### config.mk
export PLATFORM = sky130hd
export DESIGN_NAME = fifo_param
export DESIGN_NICKNAME = d
export VERILOG_FILES = /design/src/rtl/fifo_param.sv
export SDC_FILE = /design/constraint.sdc
export NUM_CORES = 1
export LEC_CHECK = 0
export BUFFER_PORTS_ARGS = -buffer_cell sky130_fd_sc_hd__buf_2
export CAP_MARGIN = 10
export CORE_ASPECT_RATIO = 0.5
export CORE_MARGIN = 3
export CORE_UTILIZATION = 58
export CTS_BUF_LIST = sky130_fd_sc_hd__clkbuf_4 sky130_fd_sc_hd__clkbuf_8
export CTS_CLUSTER_SIZE = 16
export DETAILED_ROUTE_END_ITERATION = 8
export GPL_TIMING_DRIVEN = 0
export PLACE_DENSITY_LB_ADDON = 0.15
export SYNTH_ARGS = -nofsm -noshare
export SYNTH_HDL_FRONTEND = slang
export SYNTH_SLANG_ARGS = --single-unit
### constraint.sdc
create_clock -name clk -period 3.3 [get_ports clk]
set_input_delay 0.495 -clock clk [delete_from_list [all_inputs] [get_ports clk]]
set_output_delay 0.495 -clock clk [all_outputs]
set_load 0.005 [all_outputs]
### src/rtl/fifo_param.sv
// fifo_param: parametrised synchronous FIFO with fill count, programmable
// almost-full / almost-empty thresholds and overflow / underflow pulses.
//
// Build option:
//   FIFO_FWFT_EN  defined   -> first-word-fall-through: data_out shows the head
//                              word combinationally whenever empty == 0.
//                 undefined -> standard mode: data_out is registered and loads
//                              the head word on the edge of an accepted read.
//
// Parameters:
//   DATA_WIDTH  word width in bits (>= 1)
//   DEPTH       number of entries, power of two (>= 2)
//   AF_LEVEL    almost_full  asserts when count >= AF_LEVEL
//   AE_LEVEL    almost_empty asserts when count <= AE_LEVEL
//
// Ports:
//   clk           rising-edge clock
//   rst           asynchronous active-high reset
//   enable        global qualifier for read and write
//   write         write request, data_in sampled on an accepted write
//   data_in       write data
//   read          read request
//   data_out      read data (registered, or head word in FWFT mode)
//   empty         count == 0
//   full          count == DEPTH
//   almost_empty  count <= AE_LEVEL
//   almost_full   count >= AF_LEVEL
//   count         stored words, 0..DEPTH
//   overflow      one-cycle pulse after a rejected write
//   underflow     one-cycle pulse after a rejected read

module fifo_param #(
    parameter int unsigned DATA_WIDTH = 8,
    parameter int unsigned DEPTH      = 16,
    parameter int unsigned AF_LEVEL   = DEPTH - 2,
    parameter int unsigned AE_LEVEL   = 2
) (
    input  logic                        clk,
    input  logic                        rst,
    input  logic                        enable,
    input  logic                        write,
    input  logic [DATA_WIDTH-1:0]       data_in,
    input  logic                        read,
    output logic [DATA_WIDTH-1:0]       data_out,
    output logic                        empty,
    output logic                        full,
    output logic                        almost_empty,
    output logic                        almost_full,
    output logic [$clog2(DEPTH):0]      count,
    output logic                        overflow,
    output logic                        underflow
);

    localparam int unsigned AW = $clog2(DEPTH);
    localparam int unsigned CW = AW + 1;

    // Storage and pointers; pointers wrap naturally since DEPTH is 2**AW.
    logic [DATA_WIDTH-1:0] mem [DEPTH];
    logic [AW-1:0]         wr_ptr;
    logic [AW-1:0]         rd_ptr;

    // Accept / reject decisions for the current cycle.
    logic          wr_ok;
    logic          rd_ok;
    logic          wr_rej;
    logic          rd_rej;
    logic [CW-1:0] count_next;

    // Next-state flag values, registered below so flags move on the same
    // edge as the operation that changes count.
    logic          empty_next;
    logic          full_next;
    logic          almost_empty_next;
    logic          almost_full_next;

    // Request qualification against the current registered flags.
    always_comb begin
        wr_ok  = enable & write & ~full;
        rd_ok  = enable & read  & ~empty;
        wr_rej = enable & write &  full;
        rd_rej = enable & read  &  empty;
    end

    // Fill count update; simultaneous accepted read and write cancel.
    always_comb begin
        count_next = count;
        unique case ({wr_ok, rd_ok})
            2'b10:   count_next = count + CW'(1);
            2'b01:   count_next = count - CW'(1);
            default: count_next = count;
        endcase
    end

    // Flags derived from the post-edge count.
    always_comb begin
        empty_next        = (count_next == CW'(0));
        full_next         = (count_next == CW'(DEPTH));
        almost_empty_next = (32'(count_next) <= AE_LEVEL);
        almost_full_next  = (32'(count_next) >= AF_LEVEL);
    end

    // Array write; contents are deliberately not reset.
    always_ff @(posedge clk) begin
        if (wr_ok) begin
            mem[wr_ptr] <= data_in;
        end
    end

    // Pointers, count, flags and error pulses.
    always_ff @(posedge clk or posedge rst) begin
        if (rst) begin
            wr_ptr       <= '0;
            rd_ptr       <= '0;
            count        <= '0;
            empty        <= 1'b1;
            full         <= 1'b0;
            almost_empty <= 1'b1;
            almost_full  <= (AF_LEVEL == 0);
            overflow     <= 1'b0;
            underflow    <= 1'b0;
        end else begin
            if (wr_ok) begin
                wr_ptr <= wr_ptr + AW'(1);
            end
            if (rd_ok) begin
                rd_ptr <= rd_ptr + AW'(1);
            end
            count        <= count_next;
            empty        <= empty_next;
            full         <= full_next;
            almost_empty <= almost_empty_next;
            almost_full  <= almost_full_next;
            overflow     <= wr_rej;
            underflow    <= rd_rej;
        end
    end

`ifdef FIFO_FWFT_EN
    // Head word shown directly; meaningless while empty.
    assign data_out = mem[rd_ptr];
`else
    // Registered read: load the head word on an accepted read, else hold.
    always_ff @(posedge clk or posedge rst) begin
        if (rst) begin
            data_out <= '0;
        end else if (rd_ok) begin
            data_out <= mem[rd_ptr];
        end
    end
`endif

endmodule

==> load_flow_metrics.sql, run 1 <==
INSERT INTO impl_metrics (metric_group, metric, value, unit) VALUES
('clock_tree', 'cts.root.buffer_cell', 'sky130_fd_sc_hd__clkbuf_8', ''),
('timing', 'slew_headroom', '32.6', '%'),
('critical_path', 'regToRegSetupSlack', '350', 'ps'),
('timing', 'final_hold_vio_count', '0', ''),
('timing', 'timing_worst_slew_pin_value', '1010', 'ps'),
('synthesis', 'postSynthNetCount', '364', ''),
('synthesis', 'synth-seq-area-share', '72.3', '%'),
('timing', 'setup_tns', '0', 'ps'),
('critical_path', 'worst_r2r_path_depth', '11', ''),
('timing', 'rsz_0062_raised_after_global_routing', 'false', ''),
('detailed_routing', 'wl_per_cell', '23.1', 'um'),
('synthesis', 'synth_top_flop_cell', 'sky130_fd_sc_hd__edfxtp_1', ''),
('clock_tree', 'max-clock-path-buffers', '2', ''),
('final_layout', 'antenna_cells', '0', ''),
('status', 'status', 'complete, no violations', ''),
('synthesis', 'post_synth_num_cell_types', '41', ''),
('synthesis', 'ys_ff_latch', '155', ''),
('critical_path', 'crit_path_start', 'empty', ''),
('detailed_routing', 'drt_first_iter_violations', '345', ''),
('synthesis', 'post_synth_most_frequent_cells', 'sky130_fd_sc_hd__edfxtp_1, sky130_fd_sc_hd__mux4_2, sky130_fd_sc_hd__nand2_1, sky130_fd_sc_hd__dfrtp_1, sky130_fd_sc_hd__nor2_1', ''),
('final_layout', 'final_util', '67.8', '%'),
('clock_tree', 'insertion_delay', '440', 'ps'),
('synthesis', 'synth.cell_area', '6260', 'um2'),
('detailed_routing', 'detail_route.first_pass.iterations', '5', ''),
('synthesis', 'synth_enable_flop_cells', '128', ''),
('grt', 'grt_pass1_vias', '3457', ''),
('clock_tree', 'tritoncts_clock_tree', 'yes', ''),
('detailed_routing', 'route.antenna.remaining_nets', '0', ''),
('die', 'num_rows', '26', ''),
('critical_path', 'crit_arrival', '3300', 'ps'),
('placed_design', 'port-buffer-count', '31', ''),
('detailed_routing', 'detail_route.drc_violations', '0', ''),
('final_layout', 'final_net_count', '418', ''),
('die', 'design.portCount', '32', ''),
('clock_tree', 'clkTransAtPathRegs', '90', 'ps'),
('clock_tree', 'htree_num_levels', '4', ''),
('detailed_routing', 'detail_route.wirelength', '12800', 'um'),
('timing', 'timing.final.max_slew_violations', '0', ''),
('clock_tree', 'numClockSinks', '155', ''),
('detailed_routing', 'detailroute.via_count', '3351', ''),
('synthesis', 'netlist.top_cell.by_area', 'sky130_fd_sc_hd__edfxtp_1', ''),
('synthesis', 'yosys.cell_count.top_type', 'sky130_fd_sc_hd__edfxtp_1', ''),
('min_path', 'hold_path_class', 'input port to async pin', ''),
('critical_path', 'rr_endpoint', 'full', ''),
('timing', 'max_freq', '339', 'MHz'),
('critical_path', 'crit_required', '3650', 'ps'),
('clock_tree', 'cts-buffers-inserted', '17', ''),
('timing', 'layout_min_cycle_time', '2950', 'ps'),
('grt', 'grt_pass1_wl', '19900', 'um'),
('die', 'floorplan.initialDensity', '60.5', '%'),
('die', 'fp.dieArea', '12100', 'um2'),
('clock_tree', 'cts_hold_buf', '0', ''),
('power', 'power.density', '817', 'nW/um2'),
('placed_design', 'place.detailed.hpwl', '8820', 'um'),
('power', 'worst_vdd_rail_ir_drop', '0.372', 'mV'),
('placed_design', 'gp_routability_congestion', '0.810', ''),
('critical_path', 'endpoint_kind', 'flop', ''),
('grt', 'grt_antenna_before_repair', '0', ''),
('synthesis', 'synth_top_area_share', '61.4', '%'),
('critical_path', 'setup.worst_path.class', 'flop to flop', ''),
('run', 'drv_cap', '0', ''),
('final_layout', 'drive_above_1_share', '28.5', '%'),
('synthesis', 'synth_area_leaders', 'sky130_fd_sc_hd__edfxtp_1, sky130_fd_sc_hd__mux4_2, sky130_fd_sc_hd__dfrtp_1, sky130_fd_sc_hd__nand2_1, sky130_fd_sc_hd__ha_1', ''),
('die', 'core', '10300', 'um2'),
('synthesis', 'post_synth.cell_area_avg', '18.2', 'um2'),
('grt', 'track_usage', '22.6', '%'),
('final_layout', 'syn_to_final_growth', '12.1', '%'),
('die', 'die_height', '79.4', 'um'),
('grt', 'overflow', '0', ''),
('critical_path', 'cp-endpoint', 'full', ''),
('die', 'chipWidth', '153', 'um'),
('critical_path', 'max_fo_critical_path', '10', ''),
('detailed_routing', 'viasPerCell', '6.08', ''),
('timing', 'fin_crit_sh', '89.3', '%'),
('grt', 'grt_start_max_net_pins', '28', ''),
('critical_path', 'kind_of_launch_point_of_the_worst_setup_path', 'flop', ''),
('synthesis', 'synthesis_warning_total', '0', ''),
('synthesis', 'postSynth.asyncResetShare', '17.4', '%'),
('synthesis', 'synthCells', '344', ''),
('power', 'p_leak', '2.46', 'nW'),
('timing', 'clock_skew', '9.93', 'ps'),
('critical_path', 'r2r-start', 'empty', ''),
('timing', 'report.final.setup_viol', '0', '');
[power by group]
group          leakage [nW]  internal, mW  switching (mW)
combinational         0.785         0.818           0.988
sequential             1.48          2.35           0.146
clock                 0.192         0.684           0.741
total                  2.46          3.86            1.87
[placed cells by master (no fill, tap or decap), types with 2 or more instances in the layout]
| cell | synthesis | layout |
|---|---|---|
| sky130_fd_sc_hd__a211oi_1 | 2 | 2 |
| sky130_fd_sc_hd__a21boi_0 | 3 | 3 |
| sky130_fd_sc_hd__a21o_1 | 2 | 2 |
| sky130_fd_sc_hd__a31oi_1 | 4 | 4 |
| sky130_fd_sc_hd__and3_1 | 2 | 2 |
| sky130_fd_sc_hd__buf_2 | 2 | 33 |
| sky130_fd_sc_hd__buf_4 | 3 | 7 |
| sky130_fd_sc_hd__bufinv_16 | 0 | 2 |
| sky130_fd_sc_hd__clkbuf_1 | 8 | 7 |
| sky130_fd_sc_hd__clkbuf_8 | 0 | 17 |
| sky130_fd_sc_hd__clkinv_4 | 0 | 2 |
| sky130_fd_sc_hd__clkinvlp_4 | 0 | 3 |
| sky130_fd_sc_hd__dfrtp_1 | 25 | 25 |
| sky130_fd_sc_hd__dfstp_2 | 2 | 2 |
| sky130_fd_sc_hd__edfxtp_1 | 128 | 128 |
| sky130_fd_sc_hd__ha_1 | 7 | 7 |
| sky130_fd_sc_hd__inv_1 | 7 | 7 |
| sky130_fd_sc_hd__inv_6 | 0 | 6 |
| sky130_fd_sc_hd__mux2_2 | 4 | 4 |
| sky130_fd_sc_hd__mux2i_1 | 3 | 3 |
| sky130_fd_sc_hd__mux4_2 | 34 | 34 |
| sky130_fd_sc_hd__nand2_1 | 33 | 33 |
| sky130_fd_sc_hd__nand2b_1 | 8 | 8 |
| sky130_fd_sc_hd__nand3_1 | 3 | 3 |
| sky130_fd_sc_hd__nand4_1 | 2 | 2 |
| sky130_fd_sc_hd__nand4b_1 | 2 | 2 |
| sky130_fd_sc_hd__nor2_1 | 17 | 17 |
| sky130_fd_sc_hd__nor3_1 | 5 | 5 |
| sky130_fd_sc_hd__nor4_1 | 2 | 2 |
| sky130_fd_sc_hd__o211ai_1 | 3 | 3 |
| sky130_fd_sc_hd__o21ai_0 | 6 | 6 |
| sky130_fd_sc_hd__o22ai_1 | 3 | 3 |
| sky130_fd_sc_hd__o31ai_1 | 3 | 3 |
| sky130_fd_sc_hd__or3_1 | 2 | 2 |
| sky130_fd_sc_hd__xnor2_1 | 8 | 8 |
[critical path: stages (launching register included)]
cell and delay (ps):
sky130_fd_sc_hd__dfstp_2 540, sky130_fd_sc_hd__nand3b_4 190, sky130_fd_sc_hd__inv_1 100, sky130_fd_sc_hd__clkbuf_2 200, sky130_fd_sc_hd__nand2_1 110, sky130_fd_sc_hd__xnor2_1 120, sky130_fd_sc_hd__ha_1 260, sky130_fd_sc_hd__nor2_1 60
sky130_fd_sc_hd__a2111oi_0 480, sky130_fd_sc_hd__a211oi_1 190, sky130_fd_sc_hd__or3_1 370, sky130_fd_sc_hd__a211oi_1 240
[timing repair]
item / in CTS / in global routing
buffers inserted: 0 / 0
gates resized for setup: 0 / 2
endpoints found under the setup margin: 0 / 1
endpoints found under the hold margin: 0 / 0
[cell type report]
cell class              instances  area (um2)
plain buffers                  15        78.8
clock buffers                  17         234
clock inverters                15         161
fillers                       675        3330
inverters                       7        26.3
multi-input cells             167        1630
flip-flops and latches        155        4520
well taps                     140         175
repair buffers                 35         185
[metal layers]
| layer | global-route usage [%] | wire length (um) | share of wire [%] |
|---|---|---|---|
| met5 | 0 | 0 | 0 |
| met4 | 8.18 | 162 | 1.3 |
| met3 | 4.55 | 883 | 6.9 |
| met2 | 37.0 | 6190 | 49 |
| met1 | 31.1 | 5520 | 43 |
[logic make-up after synthesis]
logic type	after synthesis	synth area share, %
flops	155	72.3
simple gates	80	6.24
mux	41	13.4
compound gates	30	3.60
buf+inv	22	1.66
xor+xnor	9	1.38
fa+ha+maj	7	1.40
[registers in the layout, summed over array words and instances (netlist names)]
name          flops
mem             128
data_out          8
count             5
rd_ptr            4
wr_ptr            4
almost_empty      1
almost_full       1
empty             1
full              1
overflow          1
underflow         1
[worst min path at each step]
stage,from,cells past startpoint,slack (ps),to
2_1_floorplan,data_out[3],2,470,data_out[3]
3_3_place_gp,data_out[6],2,460,data_out[6]
3_5_place_dp,data_out[6],2,460,data_out[6]
4_1_cts,rst,2,300,almost_full
5_1_grt,read,2,330,underflow
6_report,rst,2,280,full
[metrics by stage]
step	std cells	instance area [um2]	setup slack [ps]	total power, mW	hold WS (ps)
floorplan	344	6260	704	3.75	470
global placement	515	6590	317	4.24	457
detailed placement	519	6620	104	4.35	457
CTS	551	7010	281	5.76	300
global route	551	7010	168	6.00	332
finish	551	7010	354	5.73	284
Note: power is estimated with default switching activity, not from simulation.
==> run 2: changes to the inputs <==
- clock period: 3.3 -> 3.42 ns (I/O delays scaled with it)
==> load_flow_metrics.sql, run 2 (synthesis results as in run 1) <==
INSERT INTO impl_metrics (metric_group, metric, value, unit) VALUES
('critical_path', 'max_fo_critical_path', '10', ''),
('grt', 'grt_antenna_before_repair', '0', ''),
('final_layout', 'layout.cells.most_common_list', 'sky130_fd_sc_hd__edfxtp_1, sky130_fd_sc_hd__mux4_2, sky130_fd_sc_hd__nand2_1, sky130_fd_sc_hd__buf_2, sky130_fd_sc_hd__dfrtp_1', ''),
('detailed_routing', 'detailroute.via_count', '3358', ''),
('final_layout', 'drive_above_1_share', '28.2', '%'),
('critical_path', 'kind_of_launch_point_of_the_worst_setup_path', 'flop', ''),
('die', 'fp.dieArea', '12100', 'um2'),
('timing', 'fin_crit_sh', '90.3', '%'),
('detailed_routing', 'wl_per_cell', '23.2', 'um'),
('clock_tree', 'cts-resized-gates', '0', ''),
('die', 'core', '10300', 'um2'),
('final_layout', 'mostFrequentLayoutCell', 'sky130_fd_sc_hd__edfxtp_1', ''),
('timing', 'max_freq', '324', 'MHz'),
('clock_tree', 'max-clock-path-buffers', '2', ''),
('critical_path', 'setup.worst_path.class', 'flop to flop', ''),
('clock_tree', 'post_cts_buffers', '0', ''),
('clock_tree', 'tritoncts_clock_tree', 'yes', ''),
('final_layout', 'largest-register', 'mem', ''),
('min_path', 'hold_path_class', 'input port to async pin', ''),
('run', 'drv_cap', '0', ''),
('timing', 'layout_min_cycle_time', '3090', 'ps'),
('clock_tree', 'cts.root.buffer_cell', 'sky130_fd_sc_hd__clkbuf_8', ''),
('critical_path', 'crit_required', '3770', 'ps'),
('die', 'num_rows', '26', ''),
('critical_path', 'rr_endpoint', 'full', ''),
('grt', 'overflow', '0', ''),
('power', 'p_leak', '2.46', 'nW'),
('timing', 'timing.final.max_slew_violations', '0', ''),
('grt', 'grt_pass1_wl', '19900', 'um'),
('clock_tree', 'cts-buffers-inserted', '17', ''),
('final_layout', 'final_net_count', '418', ''),
('final_layout', 'finalInstanceArea', '7010', 'um2'),
('timing', 'final_hold_vio_count', '0', ''),
('placed_design', 'port-buffer-count', '31', ''),
('final_layout', 'biggestRegsByFlops', 'mem: 128 flops, data_out: 8 flops, count: 5 flops', ''),
('detailed_routing', 'viasPerCell', '6.09', ''),
('die', 'die_height', '79.4', 'um'),
('grt', 'grt_start_max_net_pins', '28', ''),
('clock_tree', 'cts_hold_buf', '0', ''),
('placed_design', 'gp_routability_congestion', '0.810', ''),
('die', 'design.portCount', '32', ''),
('die', 'chipWidth', '153', 'um'),
('clock_tree', 'clkTransAtPathRegs', '90', 'ps'),
('clock_tree', 'insertion_delay', '450', 'ps'),
('timing', 'rsz_0062_raised_after_global_routing', 'false', ''),
('critical_path', 'regToRegSetupSlack', '330', 'ps'),
('die', 'floorplan.initialDensity', '60.5', '%'),
('timing', 'report.final.setup_viol', '0', ''),
('detailed_routing', 'route.antenna.remaining_nets', '0', ''),
('detailed_routing', 'drt_first_iter_violations', '345', ''),
('grt', 'track_usage', '22.6', '%'),
('power', 'design_power_total', '5.53', 'mW'),
('placed_design', 'dpl_worst_slack', '206', 'ps'),
('timing', 'setup_tns', '0', 'ps'),
('final_layout', 'syn_to_final_growth', '12.1', '%'),
('timing', 'finalWorstSetupSlack', '332', 'ps'),
('clock_tree', 'numClockSinks', '155', ''),
('placed_design', 'place.detailed.hpwl', '8820', 'um'),
('status', 'status', 'complete, no violations', ''),
('final_layout', 'fill_cells', '674', ''),
('timing', 'slew_headroom', '32.7', '%'),
('timing', 'timing_worst_slew_pin_value', '1010', 'ps'),
('power', 'worst_vdd_rail_ir_drop', '0.361', 'mV'),
('final_layout', 'antenna_cells', '0', ''),
('final_layout', 'largest_register_ff_count', '128', ''),
('critical_path', 'r2r-start', 'empty', ''),
('critical_path', 'worst_r2r_path_depth', '11', ''),
('critical_path', 'crit_arrival', '3440', 'ps'),
('placed_design', 'place_area', '6620', 'um2'),
('power', 'power.density', '789', 'nW/um2'),
('timing', 'clock_skew', '8.92', 'ps'),
('detailed_routing', 'detail_route.wirelength', '12800', 'um'),
('critical_path', 'endpoint_kind', 'flop', ''),
('clock_tree', 'htree_num_levels', '4', ''),
('detailed_routing', 'detail_route.first_pass.iterations', '5', ''),
('detailed_routing', 'detail_route.drc_violations', '0', ''),
('grt', 'grt_pass1_vias', '3457', '');
## run 2: cell count changes in the layout (fill, tap and decap cells not counted)
cell	previous run	this run
sky130_fd_sc_hd__clkbuf_2	1	0
sky130_fd_sc_hd__clkbuf_1	7	8
## run 2: report_power, final
group | internal (mW) | total (mW) | switching [mW]
logic | 0.789 | 1.74 | 0.955
clock network | 0.660 | 1.38 | 0.717
registers | 2.27 | 2.41 | 0.142
total | 3.72 | 5.53 | 1.81
## run 2: per-layer routing
metal,wire (um),up-vias,global-route usage (%)
met5,0,-,0
li1,-,1456,-
met3,1000,17,4.55
met2,6180,132,37.0
met4,165,0,8.18
met1,5430,1753,31.1
## run 2: worst max-delay path by stage
| stage | from | endpoint | slack [ps] | cells after the start |
|---|---|---|---|---|
| after floorplan | read | full | 810 | 11 |
| after global placement | enable | full | 420 | 12 |
| after detailed placement | enable | almost_full | 210 | 12 |
| after CTS | empty | almost_full | 400 | 11 |
| after global routing | empty | full | 110 | 11 |
| final | empty | full | 330 | 11 |
## run 2: area by class of cell
| class | instances | area [um2] | share of cell area (%) |
|---|---|---|---|
| Clock buffer | 17 | 234 | 3.34 |
| Multi-Input combinational cell | 167 | 1630 | 23.3 |
| Clock inverter | 15 | 161 | 2.30 |
| Inverter | 7 | 26.3 | 0.375 |
| Tap cell | 140 | 175 | 2.50 |
| Timing Repair Buffer | 35 | 185 | 2.64 |
| Buffer | 15 | 77.6 | 1.11 |
| Sequential cell | 155 | 4520 | 64.5 |
## run 2: worst max-delay path, cell delays in order, from the launching register on
cell and delay [ps]:
sky130_fd_sc_hd__dfstp_2 380, sky130_fd_sc_hd__nand3b_4 220, sky130_fd_sc_hd__inv_1 150, sky130_fd_sc_hd__clkbuf_1 370, sky130_fd_sc_hd__nand2_1 120, sky130_fd_sc_hd__xnor2_1 170, sky130_fd_sc_hd__ha_1 260, sky130_fd_sc_hd__nor2_1 60
sky130_fd_sc_hd__a2111oi_0 480, sky130_fd_sc_hd__a211oi_1 190, sky130_fd_sc_hd__or3_1 370, sky130_fd_sc_hd__a211oi_1 240
## run 2: metrics by stage
stage                     instances  utilization, %  hold WS [ps]
final                           551            67.8           299
after global routing            551            67.8           350
after CTS                       551            67.8           318
after detailed placement        519            64.0           457
after global placement          515            63.7           457
after floorplan                 344               -           470
